`src/rtl/fns_cac_pkg.sv`:
```
// Shared constants and elaboration-time helpers for the FNS crosstalk-avoidance encoder.
package fns_cac_pkg;

    localparam logic MODE_FTF   = 1'b0;
    localparam logic MODE_TRANS = 1'b1;

    // Fibonacci number with F(0)=0, F(1)=F(2)=1.
    function automatic int fib(input int k);
        int a;
        int b;
        int t;
        if (k <= 0) return 0;
        a = 1;
        b = 1;
        for (int i = 3; i <= k; i++) begin
            t = a + b;
            a = b;
            b = t;
        end
        return b;
    endfunction

    // Largest value representable by a code_w-bit FNS codeword (sum of F(1)..F(code_w)).
    function automatic int fns_sum_max(input int code_w);
        return fib(code_w + 2) - 1;
    endfunction

endpackage

```
`src/rtl/fns_cac_encoder_pipe_if.sv`:
```
// Valid/ready source and sink bus of the FNS encoder.
interface fns_cac_encoder_pipe_if #(
    parameter int DATA_W = 5,
    parameter int CODE_W = 7
);
    logic              in_valid;
    logic              in_ready;
    logic [DATA_W-1:0] in_data;
    logic              in_mode;
    logic              out_valid;
    logic              out_ready;
    logic [CODE_W-1:0] out_code;

    modport master (
        output in_valid, in_data, in_mode, out_ready,
        input  in_ready, out_valid, out_code
    );

    modport slave (
        input  in_valid, in_data, in_mode, out_ready,
        output in_ready, out_valid, out_code
    );
endinterface

```
`src/rtl/fns_stage.sv`:
```
// One FNS digit: decide bit k from the running remainder and strip its weight.
module fns_stage
    import fns_cac_pkg::*;
#(
    parameter int CODE_W = 7,
    parameter int K      = 2
) (
    input  logic [CODE_W:0] r,
    input  logic            hi_bit,
    input  logic            prev_bit,
    input  logic            mode,
    output logic            d,
    output logic [CODE_W:0] r_next
);
    localparam int RW = CODE_W + 1;
    localparam logic [CODE_W:0] W_LO = RW'(fib(K));
    localparam logic [CODE_W:0] W_HI = RW'(fib(K + 1));

    // Forced digits first; the ambiguous band [F(k), F(k+1)) is free and settled by mode.
    always_comb begin
        d = 1'b0;
        if (r >= W_HI) begin
            d = 1'b1;
        end else if (r < W_LO) begin
            d = 1'b0;
        end else begin
            case (mode)
                MODE_FTF:   d = hi_bit;
                MODE_TRANS: d = prev_bit;
                default:    d = hi_bit;
            endcase
        end
        r_next = d ? (r - W_LO) : r;
    end
endmodule

```
`src/rtl/fns_cac_encoder_pipe.sv`:
```
// Registered binary-to-FNS encoder with valid/ready handshake and bus toggle counter.
module fns_cac_encoder_pipe
    import fns_cac_pkg::*;
#(
    parameter int DATA_W = 5,
    parameter int CODE_W = 7,
    parameter int CNT_W  = 16
) (
    input  logic                  clk,
    input  logic                  rst,
    fns_cac_encoder_pipe_if.slave bus,
    input  logic                  cnt_clr,
    output logic [CNT_W-1:0]      toggle_cnt
);
    localparam int RW = CODE_W + 1;
    localparam int PW = $clog2(CODE_W + 1);
    localparam int SW = ((CNT_W > PW) ? CNT_W : PW) + 1;

    if (((longint'(1) << DATA_W) - 1) > longint'(fns_sum_max(CODE_W))) begin : g_range_err
        $error("fns_cac_encoder_pipe: DATA_W values exceed CODE_W-bit FNS range");
    end

    // Saturating add of the number of flipped bus lines.
    function automatic logic [CNT_W-1:0] sat_add(input logic [CNT_W-1:0] base,
                                                 input logic [CODE_W-1:0] flips);
        logic [SW-1:0] sum;
        sum = SW'(base) + SW'($countones(flips));
        if (sum > SW'({CNT_W{1'b1}})) return {CNT_W{1'b1}};
        return sum[CNT_W-1:0];
    endfunction

    logic              ready;
    logic              accept;
    logic [CODE_W-1:0] code_p0;
    logic [CODE_W-1:0] code_p1;
    logic              vld_p1;

    assign ready         = !vld_p1 | bus.out_ready;
    assign accept        = bus.in_valid & ready;
    assign bus.in_ready  = ready;
    assign bus.out_valid = vld_p1;
    assign bus.out_code  = code_p1;

    // ---- stage p0: combinational MSB-first encode of the incoming word ----
    // code_p1 always equals the last word driven onto the bus, so it doubles as prev_code.
    for (genvar k = CODE_W; k >= 2; k--) begin : g_stage
        logic            d;
        logic            hi;
        logic [CODE_W:0] r_in;
        logic [CODE_W:0] r_out;

        if (k == CODE_W) begin : g_top
            assign r_in = RW'(bus.in_data);
            assign hi   = 1'b0;
        end else begin : g_mid
            assign r_in = g_stage[k+1].r_out;
            assign hi   = g_stage[k+1].d;
        end

        fns_stage #(.CODE_W(CODE_W), .K(k)) u_stage (
            .r        (r_in),
            .hi_bit   (hi),
            .prev_bit (code_p1[k-1]),
            .mode     (bus.in_mode),
            .d        (d),
            .r_next   (r_out)
        );

        assign code_p0[k-1] = d;
    end

    // Remainder after bit 2 is only ever 0 or 1, so OR-reducing it is the F(1) digit.
    assign code_p0[0] = |g_stage[2].r_out;

    // ---- stage p1: output register; holds code while stalled or idle ----
    always_ff @(posedge clk or posedge rst) begin
        if (rst) begin
            vld_p1  <= 1'b0;
            code_p1 <= '0;
        end else if (accept) begin
            vld_p1  <= 1'b1;
            code_p1 <= code_p0;
        end else if (bus.out_ready) begin
            vld_p1  <= 1'b0;
        end
    end

    // Accumulate line toggles per load; a coincident clear restarts from this load's count.
    always_ff @(posedge clk or posedge rst) begin
        if (rst) begin
            toggle_cnt <= '0;
        end else if (accept) begin
            toggle_cnt <= sat_add(cnt_clr ? '0 : toggle_cnt, code_p0 ^ code_p1);
        end else if (cnt_clr) begin
            toggle_cnt <= '0;
        end
    end
endmodule

```
`src/flat_wrapper.sv`:
```
// flat-port wrapper written by rule: the top's interface ports become plain ports
module fns_cac_encoder_pipe_flat import fns_cac_pkg::*;
#(
    parameter int DATA_W = 5,
    parameter int CODE_W = 7,
    parameter int CNT_W  = 16
)
  (clk, rst, cnt_clr, toggle_cnt, bus_in_valid, bus_in_data, bus_in_mode, bus_out_ready, bus_in_ready, bus_out_valid, bus_out_code);
  fns_cac_encoder_pipe_if #(.DATA_W(DATA_W), .CODE_W(CODE_W)) bus_i ();
  input  logic clk;
  input  logic rst;
  input  logic cnt_clr;
  output logic [CNT_W-1:0] toggle_cnt;
  input wire logic [$bits(bus_i.in_valid)-1:0] bus_in_valid;
  input wire logic [$bits(bus_i.in_data)-1:0] bus_in_data;
  input wire logic [$bits(bus_i.in_mode)-1:0] bus_in_mode;
  input wire logic [$bits(bus_i.out_ready)-1:0] bus_out_ready;
  output wire logic [$bits(bus_i.in_ready)-1:0] bus_in_ready;
  output wire logic [$bits(bus_i.out_valid)-1:0] bus_out_valid;
  output wire logic [$bits(bus_i.out_code)-1:0] bus_out_code;
  assign bus_i.in_valid = bus_in_valid;
  assign bus_i.in_data = bus_in_data;
  assign bus_i.in_mode = bus_in_mode;
  assign bus_i.out_ready = bus_out_ready;
  assign bus_in_ready = bus_i.in_ready;
  assign bus_out_valid = bus_i.out_valid;
  assign bus_out_code = bus_i.out_code;
  fns_cac_encoder_pipe #(.DATA_W(DATA_W), .CODE_W(CODE_W), .CNT_W(CNT_W)) u_core (.clk(clk), .rst(rst), .bus(bus_i), .cnt_clr(cnt_clr), .toggle_cnt(toggle_cnt));
endmodule
```
`config.mk`:
```
export PLATFORM = sky130hd
export DESIGN_NAME = fns_cac_encoder_pipe_flat
export DESIGN_NICKNAME = d
export VERILOG_FILES = /design/src/rtl/fns_cac_pkg.sv /design/src/rtl/fns_cac_encoder_pipe_if.sv /design/src/rtl/fns_stage.sv /design/src/rtl/fns_cac_encoder_pipe.sv /design/src/flat_wrapper.sv
export SDC_FILE = /design/constraint.sdc
export NUM_CORES = 1
export LEC_CHECK = 0
export BUFFER_PORTS_ARGS = -buffer_cell sky130_fd_sc_hd__buf_2
export CAP_MARGIN = 25
export CORE_MARGIN = 2
export CORE_UTILIZATION = 42
export DETAILED_ROUTE_END_ITERATION = 12
export HOLD_SLACK_MARGIN = 0.03
export SLEW_MARGIN = 20
export SYNTH_ARGS = -nofsm -noshare
export SYNTH_HDL_FRONTEND = slang
export SYNTH_SLANG_ARGS = --single-unit
```
`constraint.sdc`:
```
create_clock -name clk -period 12.95 [get_ports clk]
set_clock_uncertainty 0.05 [all_clocks]
set_input_delay 0.6475 -clock clk [delete_from_list [all_inputs] [get_ports clk]]
set_output_delay 0.6475 -clock clk [all_outputs]
set_load 0.05 [all_outputs]
```
==> flow_summary.ini <==
[synthesis]
async_reset_ff_share_pct = 100
yosysMostFrequentCell = nand2_1
syn-num-nets = 420
ys_warn_count = 0
synth_top_area_share_pct = 19.3
synthTopCellsByCount = 37 x nand2_1, 27 x nor2_1, 25 x a21oi_1, 24 x dfrtp_1, 21 x inv_1
synth_seq_area_share_pct = 19.3
synth-xor-area-share_pct = 6.18
synth_ff_type = dfrtp_1
synth_seq_cells = 24
synthMuxAreaShare_pct = 3.81
syn-mean-instance-area_sq_um = 8.10
synth_top_family_by_area = compound AO/OA/AOI/OAI gates
yosysTopAreaCell = dfrtp_1
synthAdderAreaFrac_pct = 10.8
synth_edf_count = 0
syn_area_sq_um = 3120
synthDistinctLibCells = 81
syn_inst = 385
synth-simple-area-share_pct = 26.5
synth_compound_area_share_pct = 27.0
synth_area_leaders = dfrtp_1 19%, ha_1 7.6%, nand2_1 4.5%

[sta]
fmax_mhz = 90.6
hold_viol = 0
fin_hold_ws_ns = 0.299
setup_viol = 0
fin_crit_sh_pct = 85.2
slew-limit-headroom_pct = 47.6
slew_violations = 0
period_needed_ns = 11.04
rsz0062_at_grt = false
tightest_slew_ns = 0.784
setup_tns_ns = 0

[setup_path]
startpoint_type = primary input
critical_path_required_ns = 13.10
rrSetupSlack_ns = 2.35
slowest_stage = or4b_2
cpPeakStageDelay_ns = 0.68
arrival_ns = 11.18
path_class = primary input to register
critPathCaptureType = register
worstPathMaxFanout = 15
path_common_cell = ha_1

[placed_design]
hpwl_microns = 5860
gp_congestion = 0.901
port_buffers = 35

[global_route]
antenna_found_initial = 0
grt_max_degree = 27
grt_usage_pct = 18.5
grt_pass1_vias = 2691
grt_pass1_wl_microns = 12800
overflow = 0

[cells_and_area]
final_nets = 442
n_fill_cell = 749
syn2layout_area_growth_pct = 8.67
utilization_pct = 47.0
drive_gt1_share_pct = 17.7
antenna_cells = 0

[route]
drc = 0
wire_per_inst_microns = 15.1
via_count = 2893
drt_first_pass_iters = 4
viasPerCell = 5.73
drtAntennaViolNets = 0
drt-total-wl_microns = 7610
first_iter_violations = 109

[worst_hold_path]
holdCritPathClass = primary input to asynchronous set/reset pin

[pwr]
powerDensity_nw_per_um2 = 174
p_leak_nw = 1.47
ir_drop_mv = 0.0886

[clock_tree]
cts_sinks = 24
cts_root_buf = clkbuf_8
max-clock-path-buffers = 2
cts_tree = built
htree_levels = 1
cts_made_buffers = 3
clkLatencyLatePin_ns = 0.27
cts-hold-fix-buffers = 0
path_clk_slew_ns = 0.09
post-cts-setup-buffer-count = 0
cts-resized-gates = 0

[die]
fp.dieH_microns = 90.2
fp-row-count = 31
die_w_microns = 90.2
pin_count = 36
start_util_pct = 43.2
dieArea_sq_um = 8130
core_sq_um = 7210

[status]
status = finished, final reports clean

[job]
drv_cap = 0
cells in the final DEF (no fill, tap or decap), types with 5 or more instances in the layout:
cell / synthesis / layout
inv_1: 21 / 21
a21oi_1: 25 / 25
mux2_2: 7 / 7
dfrtp_1: 24 / 24
nand2b_1: 10 / 10
nor4_1: 6 / 6
ha_1: 19 / 19
xor2_1: 10 / 10
o21ai_0: 20 / 20
buf_2: 7 / 35
a211oi_1: 7 / 7
nor2b_1: 9 / 9
nand3_1: 12 / 12
nand2_1: 37 / 37
xnor2_1: 12 / 12
nor3_1: 15 / 15
nand4_1: 5 / 5
nor2_1: 27 / 27
fa_1: 5 / 5
final cells by class:
cell class / count / area, sq um / area share [%]
Clock buffer: 3 / 41.3 / 1.22
Timing Repair Buffer: 37 / 198 / 5.83
Tap cell: 99 / 124 / 3.66
Multi-Input combinational cell: 320 / 2320 / 68.4
Clock inverter: 1 / 30.0 / 0.886
Inverter: 21 / 78.8 / 2.33
Sequential cell: 24 / 601 / 17.7
report_power, final:
part	switching (W)	internal (W)
sequential	0.0000102	0.0000853
clock	0.0000249	0.0000413
combinational	0.000262	0.000166
flip-flops by register name, summed over array words and instances (netlist names):
name,count
u_core.toggle_cnt,16
u_core.bus.out_code,7
u_core.bus.out_valid,1
final timing paths:
kind | startpoint | endpoint | cells past startpoint
hold reg to reg | u_core.toggle_cnt[14] | u_core.toggle_cnt[14] | 1
min in group clk | u_core.toggle_cnt[14] | u_core.toggle_cnt[14] | 1
setup / recovery | bus_in_data[0] | u_core.toggle_cnt[15] | 46
max in group asynchronous | rst | u_core.toggle_cnt[3] | 3
hold / removal | rst | u_core.toggle_cnt[8] | 2
setup reg to reg | u_core.bus.out_code[6] | u_core.toggle_cnt[15] | 43
kinds of logic (layout without fill, tap and decap cells):
logic type	after synthesis	count (layout)
AO/OA/AOI/OAI	113	113
AND/OR/NAND/NOR	150	150
multiplexers	11	11
adder cells (fa/ha/maj)	24	24
XOR/XNOR	22	22
buffers and inverters	41	62
flip-flops	24	24
through the flow:
stage	setup WS (ns)	std cells	power [W]	cell area (sq um)
4_1_cts	1.92	504	0.000592	3370
6_report	1.91	505	0.000590	3390
3_3_place_gp	1.91	500	0.000512	3300
2_1_floorplan	3.11	385	0.000443	3120
5_1_grt	0.939	505	0.000653	3390
3_5_place_dp	1.76	500	0.000518	3300
per-layer routing:
metal,GRT usage (%),part of all wire (%),up-vias
li1,-,-,1467
met1,27.4,50,1354
met2,29.3,46,66
met3,2.85,3.7,6
met4,2.56,0.63,0
met5,0,0,-
critical path: cells and delay by family:
| kind | cells | cell delay, ns |
|---|---|---|
| AOI/OAI and AO/OA | 13 | 3.11 |
| and+or+nand+nor | 13 | 2.93 |
| adders and majority gates | 10 | 2.91 |
| buffers and inverters | 7 | 0.88 |
| xor gates and xnor gates | 3 | 0.70 |
Note: power is estimated with default switching activity, not from simulation.
